`config.mk`:
```
export PLATFORM = sky130hd
export DESIGN_NAME = uart_tx_cfg
export DESIGN_NICKNAME = d
export VERILOG_FILES = /design/src/rtl/uart_pkg.sv /design/src/rtl/sync_fifo.sv /design/src/rtl/uart_baud_gen.sv /design/src/rtl/uart_tx_cfg.sv
export SDC_FILE = /design/constraint.sdc
export NUM_CORES = 1
export LEC_CHECK = 0
export BUFFER_PORTS_ARGS = -buffer_cell sky130_fd_sc_hd__buf_4
export CORE_AREA = 5 5 134 136
export CTS_BUF_LIST = sky130_fd_sc_hd__clkbuf_4 sky130_fd_sc_hd__clkbuf_8
export CTS_CLUSTER_DIAMETER = 40
export CTS_CLUSTER_SIZE = 12
export DETAILED_ROUTE_END_ITERATION = 6
export DIE_AREA = 0 0 139 141
export GPL_ROUTABILITY_DRIVEN = 1
export HOLD_SLACK_MARGIN = 0.1
export PLACE_DENSITY_LB_ADDON = 0.1
export SLEW_MARGIN = 10
export SYNTH_ARGS = -nofsm -noshare
export SYNTH_HDL_FRONTEND = slang
export SYNTH_HIERARCHICAL = 1
export SYNTH_SLANG_ARGS = --single-unit
```
`constraint.sdc`:
```
create_clock -name clk -period 8.5 [get_ports clk]
set_input_delay 0.85 -clock clk [delete_from_list [all_inputs] [get_ports clk]]
set_output_delay 0.85 -clock clk [all_outputs]
set_load 0.005 [all_outputs]
```
`src/rtl/uart_pkg.sv`:
```
// Shared types and constants for the configurable UART transmitter.
package uart_pkg;

  typedef enum logic [2:0] {
    IDLE,
    LOAD,
    START,
    DATA,
    PARITY,
    STOP,
    BREAK
  } uart_state_t;

  typedef enum logic [1:0] {
    PAR_NONE,
    PAR_EVEN,
    PAR_ODD,
    PAR_MARK
  } parity_t;

  localparam int BREAK_BITS    = 16;
  localparam int BITS_PER_BYTE = 8;

  // acc is the XOR of the data bits already sent for the current byte.
  function automatic logic parity_bit(input parity_t mode, input logic acc);
    case (mode)
      PAR_EVEN: return acc;
      PAR_ODD:  return ~acc;
      default:  return 1'b1;
    endcase
  endfunction

endpackage

```
`src/rtl/sync_fifo.sv`:
```
// Synchronous FIFO with registered read data (valid the cycle after rd_en).
module sync_fifo #(
  parameter int WIDTH = 8,
  parameter int DEPTH = 16
) (
  input  logic                     clk,
  input  logic                     rst,
  input  logic                     wr_en,
  input  logic [WIDTH-1:0]         wr_data,
  input  logic                     rd_en,
  output logic [WIDTH-1:0]         rd_data,
  output logic                     full,
  output logic                     empty,
  output logic [$clog2(DEPTH):0]   count
);
  localparam int AW = $clog2(DEPTH);

  logic [WIDTH-1:0] mem_q [DEPTH];
  logic [WIDTH-1:0] rd_data_q;
  logic [AW-1:0]    wr_ptr_q, wr_ptr_d, rd_ptr_q, rd_ptr_d;
  logic [AW:0]      count_q, count_d;
  logic             push, pop;

  assign full    = (count_q == (AW+1)'(DEPTH));
  assign empty   = (count_q == '0);
  assign count   = count_q;
  assign rd_data = rd_data_q;

  always_comb begin
    // A full FIFO may still take a write when a read frees a slot this cycle.
    push     = wr_en && (!full || rd_en);
    pop      = rd_en && !empty;
    wr_ptr_d = push ? wr_ptr_q + AW'(1) : wr_ptr_q;
    rd_ptr_d = pop  ? rd_ptr_q + AW'(1) : rd_ptr_q;
    count_d  = count_q;
    case ({push, pop})
      2'b10:   count_d = count_q + (AW+1)'(1);
      2'b01:   count_d = count_q - (AW+1)'(1);
      default: count_d = count_q;
    endcase
  end

  always_ff @(posedge clk) begin
    if (push) mem_q[wr_ptr_q] <= wr_data;
  end

  always_ff @(posedge clk) begin
    if (rst) begin
      wr_ptr_q  <= '0;
      rd_ptr_q  <= '0;
      count_q   <= '0;
      rd_data_q <= '0;
    end else begin
      wr_ptr_q <= wr_ptr_d;
      rd_ptr_q <= rd_ptr_d;
      count_q  <= count_d;
      if (pop) rd_data_q <= mem_q[rd_ptr_q];
    end
  end

endmodule

```
`src/rtl/uart_baud_gen.sv`:
```
// Bit-period down-counter: bit_tick pulses for one clock every load_val+1 enabled clocks.
module uart_baud_gen #(
  parameter int DIV_WIDTH = 16
) (
  input  logic                 clk,
  input  logic                 rst,
  input  logic                 en,
  input  logic                 load,
  input  logic [DIV_WIDTH-1:0] load_val,
  output logic                 bit_tick
);
  logic [DIV_WIDTH-1:0] cnt_q, cnt_d;

  always_comb begin
    cnt_d    = cnt_q;
    bit_tick = 1'b0;
    if (load) begin
      cnt_d = load_val;
    end else if (en) begin
      if (cnt_q == '0) begin
        bit_tick = 1'b1;
        cnt_d    = load_val;
      end else begin
        cnt_d = cnt_q - DIV_WIDTH'(1);
      end
    end
  end

  always_ff @(posedge clk) begin
    if (rst) cnt_q <= '0;
    else     cnt_q <= cnt_d;
  end

endmodule

```
`src/rtl/uart_tx_cfg.sv`:
```
// Runtime-configurable UART transmitter fed by a word FIFO.
// Build option: define UART_TX_BREAK_EN to add the break_req input and BREAK state.
//
// state  | meaning
// IDLE   | line high, pop FIFO when a word is waiting
// LOAD   | latch word and line config, byte index 0
// START  | start bit (low)
// DATA   | 8 data bits, LSB first
// PARITY | parity bit, only when parity is enabled
// STOP   | one or two stop bits (high)
// BREAK  | line held low for BREAK_BITS bit periods
module uart_tx_cfg
  import uart_pkg::*;
#(
  parameter int DATA_WIDTH = 8,
  parameter int FIFO_DEPTH = 16,
  parameter int DIV_WIDTH  = 16,
  parameter int DIV_RESET  = 13020
) (
  input  logic                        clk,
  input  logic                        rst,
  input  logic                        valid,
  input  logic [DATA_WIDTH-1:0]       din,
  output logic                        rdy,
  input  logic [DIV_WIDTH-1:0]        baud_div,
  input  logic [1:0]                  parity_mode,
  input  logic                        two_stop,
  output logic                        tx,
  output logic                        busy,
  output logic [$clog2(FIFO_DEPTH):0] fifo_count
`ifdef UART_TX_BREAK_EN
  ,
  input  logic                        break_req
`endif
);
  localparam int BYTES  = DATA_WIDTH / 8;
  localparam int BIDX_W = (BYTES > 1) ? $clog2(BYTES) : 1;

  uart_state_t           state_q, state_d;
  logic [DATA_WIDTH-1:0] word_q, word_d;
  logic [DIV_WIDTH-1:0]  div_q, div_d;
  parity_t               par_mode_q, par_mode_d;
  logic                  two_stop_q, two_stop_d;
  logic [3:0]            bit_cnt_q, bit_cnt_d;
  logic [BIDX_W-1:0]     byte_idx_q, byte_idx_d;
  logic                  par_acc_q, par_acc_d;
  logic                  tx_q, tx_d;
  logic                  busy_q, busy_d;

  logic                  fifo_rd, fifo_full, fifo_empty;
  logic [DATA_WIDTH-1:0] fifo_rdata;
  logic                  bit_tick, baud_load;
  logic                  brk_go, brk_hold;

  assign rdy  = !fifo_full;
  assign tx   = tx_q;
  assign busy = busy_q;

  sync_fifo #(.WIDTH(DATA_WIDTH), .DEPTH(FIFO_DEPTH)) u_fifo (
    .clk     (clk),
    .rst     (rst),
    .wr_en   (valid && rdy),
    .wr_data (din),
    .rd_en   (fifo_rd),
    .rd_data (fifo_rdata),
    .full    (fifo_full),
    .empty   (fifo_empty),
    .count   (fifo_count)
  );

  // The divisor is sampled straight from the port while idle or loading,
  // so the first bit of a frame or break already uses the fresh value.
  assign baud_load = (state_q == IDLE) || (state_q == LOAD);

  uart_baud_gen #(.DIV_WIDTH(DIV_WIDTH)) u_baud (
    .clk      (clk),
    .rst      (rst),
    .en       (!baud_load),
    .load     (baud_load),
    .load_val (baud_load ? baud_div : div_q),
    .bit_tick (bit_tick)
  );

`ifdef UART_TX_BREAK_EN
  logic brk_pend_q, brk_pend_d;
  assign brk_go   = break_req || brk_pend_q;
  assign brk_hold = brk_go;
  assign brk_pend_d = (state_q == IDLE) ? 1'b0 : (brk_pend_q || break_req);
  always_ff @(posedge clk) begin
    if (rst) brk_pend_q <= 1'b0;
    else     brk_pend_q <= brk_pend_d;
  end
`else
  assign brk_go   = 1'b0;
  assign brk_hold = 1'b0;
`endif

  always_comb begin
    state_d    = state_q;
    word_d     = word_q;
    div_d      = div_q;
    par_mode_d = par_mode_q;
    two_stop_d = two_stop_q;
    bit_cnt_d  = bit_cnt_q;
    byte_idx_d = byte_idx_q;
    par_acc_d  = par_acc_q;
    fifo_rd    = 1'b0;
    case (state_q)
      IDLE: begin
        div_d = baud_div;
        if (brk_go) begin
          state_d   = BREAK;
          bit_cnt_d = '0;
        end else if (!fifo_empty) begin
          fifo_rd = 1'b1;
          state_d = LOAD;
        end
      end
      LOAD: begin
        word_d     = fifo_rdata;
        div_d      = baud_div;
        par_mode_d = parity_t'(parity_mode);
        two_stop_d = two_stop;
        byte_idx_d = '0;
        bit_cnt_d  = '0;
        state_d    = START;
      end
      START: if (bit_tick) begin
        state_d   = DATA;
        bit_cnt_d = '0;
        par_acc_d = 1'b0;
      end
      DATA: if (bit_tick) begin
        par_acc_d = par_acc_q ^ word_q[0];
        word_d    = word_q >> 1;
        if (bit_cnt_q == 4'(BITS_PER_BYTE - 1)) begin
          bit_cnt_d = '0;
          state_d   = (par_mode_q == PAR_NONE) ? STOP : PARITY;
        end else begin
          bit_cnt_d = bit_cnt_q + 4'd1;
        end
      end
      PARITY: if (bit_tick) begin
        state_d   = STOP;
        bit_cnt_d = '0;
      end
      STOP: if (bit_tick) begin
        if (two_stop_q && bit_cnt_q == '0) begin
          bit_cnt_d = 4'd1;
        end else begin
          bit_cnt_d = '0;
          if (byte_idx_q != BIDX_W'(BYTES - 1)) begin
            byte_idx_d = byte_idx_q + BIDX_W'(1);
            state_d    = START;
          end else if (!fifo_empty && !brk_hold) begin
            fifo_rd = 1'b1;
            state_d = LOAD;
          end else begin
            state_d = IDLE;
          end
        end
      end
`ifdef UART_TX_BREAK_EN
      BREAK: if (bit_tick) begin
        if (bit_cnt_q == 4'(BREAK_BITS - 1)) state_d = IDLE;
        else                                  bit_cnt_d = bit_cnt_q + 4'd1;
      end
`endif
      default: state_d = IDLE;
    endcase
  end

  // tx and busy are registered from the current state, one clock behind it.
  always_comb begin
    tx_d = 1'b1;
    case (state_q)
      START:   tx_d = 1'b0;
      DATA:    tx_d = word_q[0];
      PARITY:  tx_d = parity_bit(par_mode_q, par_acc_q);
      BREAK:   tx_d = 1'b0;
      default: tx_d = 1'b1;
    endcase
    busy_d = (state_q != IDLE) || !fifo_empty;
  end

  always_ff @(posedge clk) begin
    if (rst) begin
      state_q    <= IDLE;
      word_q     <= '0;
      div_q      <= DIV_WIDTH'(DIV_RESET);
      par_mode_q <= PAR_NONE;
      two_stop_q <= 1'b0;
      bit_cnt_q  <= '0;
      byte_idx_q <= '0;
      par_acc_q  <= 1'b0;
      tx_q       <= 1'b1;
      busy_q     <= 1'b0;
    end else begin
      state_q    <= state_d;
      word_q     <= word_d;
      div_q      <= div_d;
      par_mode_q <= par_mode_d;
      two_stop_q <= two_stop_d;
      bit_cnt_q  <= bit_cnt_d;
      byte_idx_q <= byte_idx_d;
      par_acc_q  <= par_acc_d;
      tx_q       <= tx_d;
      busy_q     <= busy_d;
    end
  end

endmodule

```
Word level (Yosys, flattened, before mapping)
Memories as Yosys holds them, arrays and structs flattened. A register that Yosys moved wholly into a read port is not among the register bits.
Index checks and enable logic that the tools add are counted.
{"block": "classes", "reduce_logical": 28, "bitwise": 2, "n_addsub": 7, "n_mux": 41, "n_eq_ne": 20}
{"cell": "$mux 16", "count": 3}
{"cell": "$mux 3", "count": 7}
{"cell": "$pmux 3 s6", "count": 1}
{"cell": "$logic_not 16->1", "count": 1}
{"cell": "$mux 1", "count": 16}
{"cell": "$mux 4", "count": 4}
{"cell": "$pmux 4 s4", "count": 1}
{"cell": "$pmux 8 s2", "count": 1}
{"cell": "$sub 16x1->16 const B", "count": 1}
{"cell": "$ne 2x2->1 const B", "count": 7}
{"cell": "$add 4x1->4 const B", "count": 3}
{"cell": "$pmux 5 s2", "count": 1}
{"cell": "$eq 3x3->1 const B", "count": 3}
{"cell": "$mux 8", "count": 1}
{"cell": "$pmux 1 s2", "count": 4}
{"cell": "$reduce_bool 2->1", "count": 4}
{"cell": "$reduce_and 7->1", "count": 1}
{"cell": "$eq 3x2->1 const B", "count": 2}
{"cell": "$reduce_and 3->1", "count": 2}
{"cell": "$reduce_or 2->1", "count": 3}
{"cell": "$add 5x1->5 const B", "count": 1}
{"cell": "$eq 5x5->1 const B", "count": 1}
{"cell": "$logic_not 5->1", "count": 1}
{"cell": "$sub 5x1->5 const B", "count": 1}
{"cell": "other kinds (20)", "count": 28}
{"block": "totals", "inputBits": 30, "mem_bits_rw": 128, "output_inout_bits": 8, "regBits": 67, "memories": 1, "wordCells": 113}
{"memory": "u_fifo.mem_q", "depth": 16, "word_bits": 8, "rd": 1, "rd_ports_with_merged_regs": 1, "wr": 1, "line_no": "sync_fifo.sv:18", "rtl": "logic [WIDTH-1:0] mem_q [DEPTH];"}

Logic depth before layout (Yosys ltp)
{"block": "depth", "depth_word": 10, "mapped_depth": 20, "ltp_nobuf": 17}

Cells and area by module
Netlist, hierarchy kept.
{"module": "sync_fifo", "seq_area_each_um2": 4264.1, "area_per_inst_um2": 5926.9, "cells_per_inst": 361, "instances": 1}
{"module": "uart_tx_cfg", "seq_area_each_um2": 740.7, "area_per_inst_um2": 1793.0, "cells_per_inst": 186, "instances": 1}
{"module": "uart_baud_gen", "seq_area_each_um2": 320.3, "area_per_inst_um2": 1178.6, "cells_per_inst": 151, "instances": 1}

Least setup slack after synthesis
No wires, ideal clock.
{"block": "synth_path", "path_type": "reg-to-reg", "startpoint": "register state_q[1]", "endpoint": "register u_fifo.count_q[4] (netlist: u_fifo/count[4])", "period_less_slack_ps": 4149, "path_buffers": 4, "arrival_ps": 4028, "setup_time_ps": 121, "required_ps": 8379, "path_slack_ps": 4351, "stages_incl_launch_ff": 20, "cell_sequence": "dfxtp_1 > buf_4 > nor2_2 > buf_2 > inv_1 > clkbuf_1 > nand2_1 > nor2_1 > nand3_1 > a2111oi_0 > o21a_1 > buf_2 > ha_1 > inv_1 > fa_1 > nor2b_1 > o21ai_0 > nand3_1 > or3b_1 > mux2_2"}
{"block": "synth_via", "word_cells_on_any_way": 14, "cone_classes": "eq/ne: 4; mux: 4; reduce/logical: 6"}
{"item": "start, declared", "line_no": "uart_tx_cfg.sv:39", "rtl": "uart_state_t state_q, state_d;"}
{"item": "start signal, assigned", "line_no": "uart_tx_cfg.sv:199", "rtl": "state_q <= state_d;"}
{"item": "$eq 3x1->1 or $logic_not 3->1 (tied branches)", "line_no": "uart_tx_cfg.sv:73", "rtl": "assign baud_load = (state_q == IDLE) || (state_q == LOAD);"}
{"item": "$logic_or 1x1->1 (*)", "line_no": "uart_tx_cfg.sv:73"}
{"item": "net baud_load", "line_no": "uart_tx_cfg.sv:52", "rtl": "logic bit_tick, baud_load;"}
{"item": "$mux 1 (*)", "line_no": "uart_baud_gen.sv:17", "rtl": "if (load) begin"}
{"item": "net bit_tick", "line_no": "uart_tx_cfg.sv:52"}
{"item": "$mux 1 (*)", "line_no": "uart_tx_cfg.sv:147", "rtl": "STOP: if (bit_tick) begin"}
{"item": "$pmux 1 s2 (*)", "line_no": "uart_tx_cfg.sv:108", "rtl": "case (state_q)"}
{"item": "net fifo_rd", "line_no": "uart_tx_cfg.sv:50", "rtl": "logic fifo_rd, fifo_full, fifo_empty;"}
{"item": "$logic_and 1x1->1 (*)", "line_no": "sync_fifo.sv:32", "rtl": "pop = rd_en && !empty;"}
{"item": "net u_fifo.pop", "line_no": "sync_fifo.sv:22", "rtl": "logic push, pop;"}
{"item": "$eq 2x1->1 or $eq 2x2->1 (tied branches)", "line_no": "sync_fifo.sv:36", "rtl": "case ({push, pop})"}
{"item": "$pmux 5 s2 or $reduce_bool 2->1 (tied branches)"}
{"item": "end signal, assigned", "line_no": "sync_fifo.sv:56", "rtl": "count_q <= count_d;"}
{"item": "end, declared", "line_no": "sync_fifo.sv:21", "rtl": "logic [AW:0] count_q, count_d;"}
The timed path passes the listed nets; every way through them passes the cells marked *.
A chain may end at the register's enable or synchronous reset.

Worst setup path after layout
{"block": "layout_path", "startpoint": "register state_q[1]", "endpoint": "register u_fifo.count_q[4] (netlist: u_fifo/count[4])"}
{"block": "layout_via", "elab_chain_cells": 9, "word_cells_on_any_way": 14, "cone_classes": "eq/ne: 4; mux: 4; reduce/logical: 6"}
{"item": "$eq 3x1->1 or $logic_not 3->1 (tied branches)", "line_no": "uart_tx_cfg.sv:73"}
{"item": "$logic_or 1x1->1 (*)", "line_no": "uart_tx_cfg.sv:73"}
{"item": "$mux 1 (*)", "line_no": "uart_baud_gen.sv:17"}
{"item": "net bit_tick", "line_no": "uart_tx_cfg.sv:52"}
{"item": "$mux 1 (*)", "line_no": "uart_tx_cfg.sv:147"}
{"item": "$pmux 1 s2 (*)", "line_no": "uart_tx_cfg.sv:108"}
{"item": "net fifo_rd", "line_no": "uart_tx_cfg.sv:50"}
{"item": "$logic_or 1x1->1", "line_no": "sync_fifo.sv:31", "rtl": "push = wr_en && (!full || rd_en);"}
{"item": "$logic_and 1x1->1", "line_no": "sync_fifo.sv:31"}
{"item": "$eq 2x1->1 or $eq 2x2->1 (tied branches)", "line_no": "sync_fifo.sv:36"}
{"item": "$pmux 5 s2 or $reduce_bool 2->1 (tied branches)"}
Marked as above.

==> results.sh <==
export IMPL_syn_nets=745
export IMPL_synth_area_leaders="edfxtp_1, dfxtp_1, mux2i_1, mux4_2, nor2_1"
export IMPL_firstDrtPassIters=4
export IMPL_p_seq_share_pct=43.3
export IMPL_synth_common_cells="edfxtp_1, dfxtp_1, nor2_1"
export IMPL_drtIter0Drc=293
export IMPL_worstSetupStartpointType="flop"
export IMPL_cts_reportedPaths_clkPinSlew_ps=60
export IMPL_clock_sinks=202
export IMPL_critPathKind="reg -> reg"
export IMPL_swShare_pct=33.5
export IMPL_cts_setup_buffers=0
export IMPL_start_util_pct=52.9
export IMPL_yosys_warnings=6
export IMPL_vias_per_cell=5.66
export IMPL_route_vias_total=5505
export IMPL_drv_slew=0
export IMPL_routabilityCongestion=0.823
export IMPL_cts_tree="done"
export IMPL_drive_gt1_share_pct=19.5
export IMPL_areaGrowthSynthToFinish_pct=11.2
export IMPL_cts_hold_buf=0
export IMPL_insertion_delay_ps=570
export IMPL_core_area_mm2=0.0168
export IMPL_power_frac_clock_pct=26.9
export IMPL_synth_edf_count=128
export IMPL_cap_violations=0
export IMPL_powerDensity_mw_per_mm2=299
export IMPL_setup_viol=0
export IMPL_grt_max_degree=61
export IMPL_cts_root_buf="clkbuf_8"
export IMPL_min_period_ps=5330
export IMPL_io_buffers=37
export IMPL_yosysUniqueCellTypes=70
export IMPL_synth_area_per_cell_um2=12.7
export IMPL_routed_wl_um=18500
export IMPL_overflow=0
export IMPL_wl_per_cell_um=19.0
export IMPL_fillers=1367
export IMPL_numCtsBuffers=27
export IMPL_finalClockSkew_ps=32.2
export IMPL_slew_headroom_pct=20.3
export IMPL_diodes=0
export IMPL_required_ps=8930
export IMPL_final_setup_tns_ps=0
export IMPL_die_h_um=141
export IMPL_synthArstFlopShare_pct=0
export IMPL_grt_use_total_pct=18.8
export IMPL_cp_end_kind="flop"
export IMPL_drc=0
export IMPL_yosysMostFrequentCell="edfxtp_1"
export IMPL_ir_worst_vdd_mv=0.167
export IMPL_ant_nets=0
export IMPL_htree_num_levels=1
export IMPL_hpwl_um=12400
export IMPL_antenna_found_initial=0
export IMPL_hold_viol_final=0
export IMPL_syn_instance_count=698
export IMPL_final_util_pct=58.8
export IMPL_hold_path_class="reg -> reg"
export IMPL_ios=38
export IMPL_grt_pass1_wl_um=29800
export IMPL_ys_flop_type="edfxtp_1"
export IMPL_outcome="complete, no violations"
export IMPL_row_count=48
export IMPL_synth_top_area_cell="edfxtp_1"
export IMPL_cts_buffer_depth=3
export IMPL_ys_ff_latch=202
export IMPL_synth_top_area_share_pct=43.2
export IMPL_power_static_leakage_nw=3.35
export IMPL_fmax_mhz=188
export IMPL_p_sw_mw=0.992
export IMPL_critPathArrivalTime_ps=5760
export IMPL_layout_nets=775
export IMPL_fin_crit_sh_pct=62.7
export IMPL_path_max_fanout=21
export IMPL_dieArea_mm2=0.0196
export IMPL_rsz0062_at_grt="no"
export IMPL_synth_area_mm2=0.00890
export IMPL_grt_pass1_vias=5540
export IMPL_tightest_slew_ps=1190
export IMPL_die_w_um=139
export IMPL_pwr_share_comb_pct=29.8
export IMPL_cts_resized=0
export IMPL_intPower_mw=1.97
export IMPL_ys_seq_area_share_pct=59.8
[layer usage]
layer	routed length, um	global-route usage (%)	vias up	part of all wire [%]
met2	9250	32.9	114	50
met1	7940	24.3	2670	43
met5	0	0	-	0
met3	814	3.39	36	4.4
li1	-	-	2685	-
met4	454	5.25	0	2.5
[worst max-delay path, cell delays in order (launching register included)]
cell	delay, ps
dfxtp_1	770
nor2_2	290
inv_1	350
nand2_1	160
nor2_1	360
nand3_1	150
a2111oi_0	640
o21a_1	660
ha_1	350
inv_1	100
fa_1	380
nor2b_1	150
o21ai_0	120
nand3_1	90
or3b_1	350
mux2_2	270
[flip-flops by register name, summed over array words and instances, names as in the netlist]
| register | cells |
|---|---|
| bit_cnt_q | 4 |
| u_fifo/wr_ptr_q | 4 |
| tx | 1 |
| u_fifo/count | 5 |
| busy | 1 |
| two_stop_q | 1 |
| u_fifo/rd_data | 8 |
| par_mode_q | 2 |
| state_q | 3 |
| div_q | 16 |
| u_baud/cnt_q | 16 |
| par_acc_q | 1 |
| word_q | 8 |
| u_fifo/mem_q | 128 |
| u_fifo/rd_ptr_q | 4 |
[final timing paths]
kind              cells after the start               startpoint  slack, ps                      endpoint
setup / recovery                     15  state_q[1]$_SDFFE_PP0P_       3170  u_fifo/count[4]$_SDFFE_PP0P_
hold / removal                        2  two_stop_q$_SDFFE_PP0P_        470       two_stop_q$_SDFFE_PP0P_
setup reg to reg                     15  state_q[1]$_SDFFE_PP0P_       3170  u_fifo/count[4]$_SDFFE_PP0P_
hold reg to reg                       2  two_stop_q$_SDFFE_PP0P_        470       two_stop_q$_SDFFE_PP0P_
[metrics by stage]
stage,instances,setup slack (ps),power [mW],area (um^2),hold slack (ps)
after floorplan,698,4350,1.97,8900,436
after CTS,972,3210,2.98,9880,483
after global routing,972,2710,3.14,9890,505
final,972,3170,2.96,9890,474
after detailed placement,924,3210,2.18,9290,471
after global placement,924,3330,2.17,9290,456
[power by group through the flow]
| stage | Sequential, mW | Combinational (mW) | Clock (mW) |
|---|---|---|---|
| 6_report | 1.28 | 0.881 | 0.796 |
| 5_1_grt | 1.30 | 0.982 | 0.857 |
| 4_1_cts | 1.28 | 0.885 | 0.817 |
| 3_5_place_dp | 1.30 | 0.880 | 0 |
| 3_3_place_gp | 1.30 | 0.869 | 0 |
| 2_1_floorplan | 1.26 | 0.718 | 0 |
[final cells by class]
cell class,count,area [um^2],share of cell area (%)
Sequential cell,202,5330,53.8
Multi-Input combinational cell,427,3270,33.1
Clock buffer,33,423,4.28
Timing Repair Buffer,41,308,3.11
Tap cell,225,282,2.85
Clock inverter,15,171,1.73
Inverter,29,109,1.10
[kinds of logic after synthesis]
| family | Yosys count | synth area share, % |
|---|---|---|
| AND/OR/NAND/NOR | 204 | 12.3 |
| flip-flops | 202 | 59.8 |
| AO/OA/AOI/OAI | 116 | 9.15 |
| multiplexers | 80 | 11.5 |
| buffers and inverters | 69 | 3.49 |
| adder cells (fa/ha/maj) | 17 | 2.47 |
| XOR/XNOR | 10 | 1.20 |
[placed cells by master (no fill, tap or decap), types with 9 or more instances in the layout]
cell type | netlist | routed
o21ai_0 | 9 | 9
a311oi_1 | 9 | 9
mux2i_1 | 45 | 45
nor2_1 | 73 | 73
a211oi_1 | 10 | 10
nor2b_1 | 10 | 10
a21oi_1 | 27 | 27
buf_4 | 5 | 41
nand2_1 | 23 | 23
clkbuf_8 | 0 | 28
edfxtp_1 | 128 | 128
a22oi_1 | 11 | 11
mux2_2 | 19 | 19
dfxtp_1 | 74 | 73
mux4_2 | 16 | 16
ha_1 | 16 | 16
nor3_1 | 20 | 18
nand3_1 | 9 | 9
inv_1 | 28 | 28
o22ai_1 | 19 | 19
nand2b_1 | 14 | 14
Note: power is estimated with default switching activity, not from simulation.
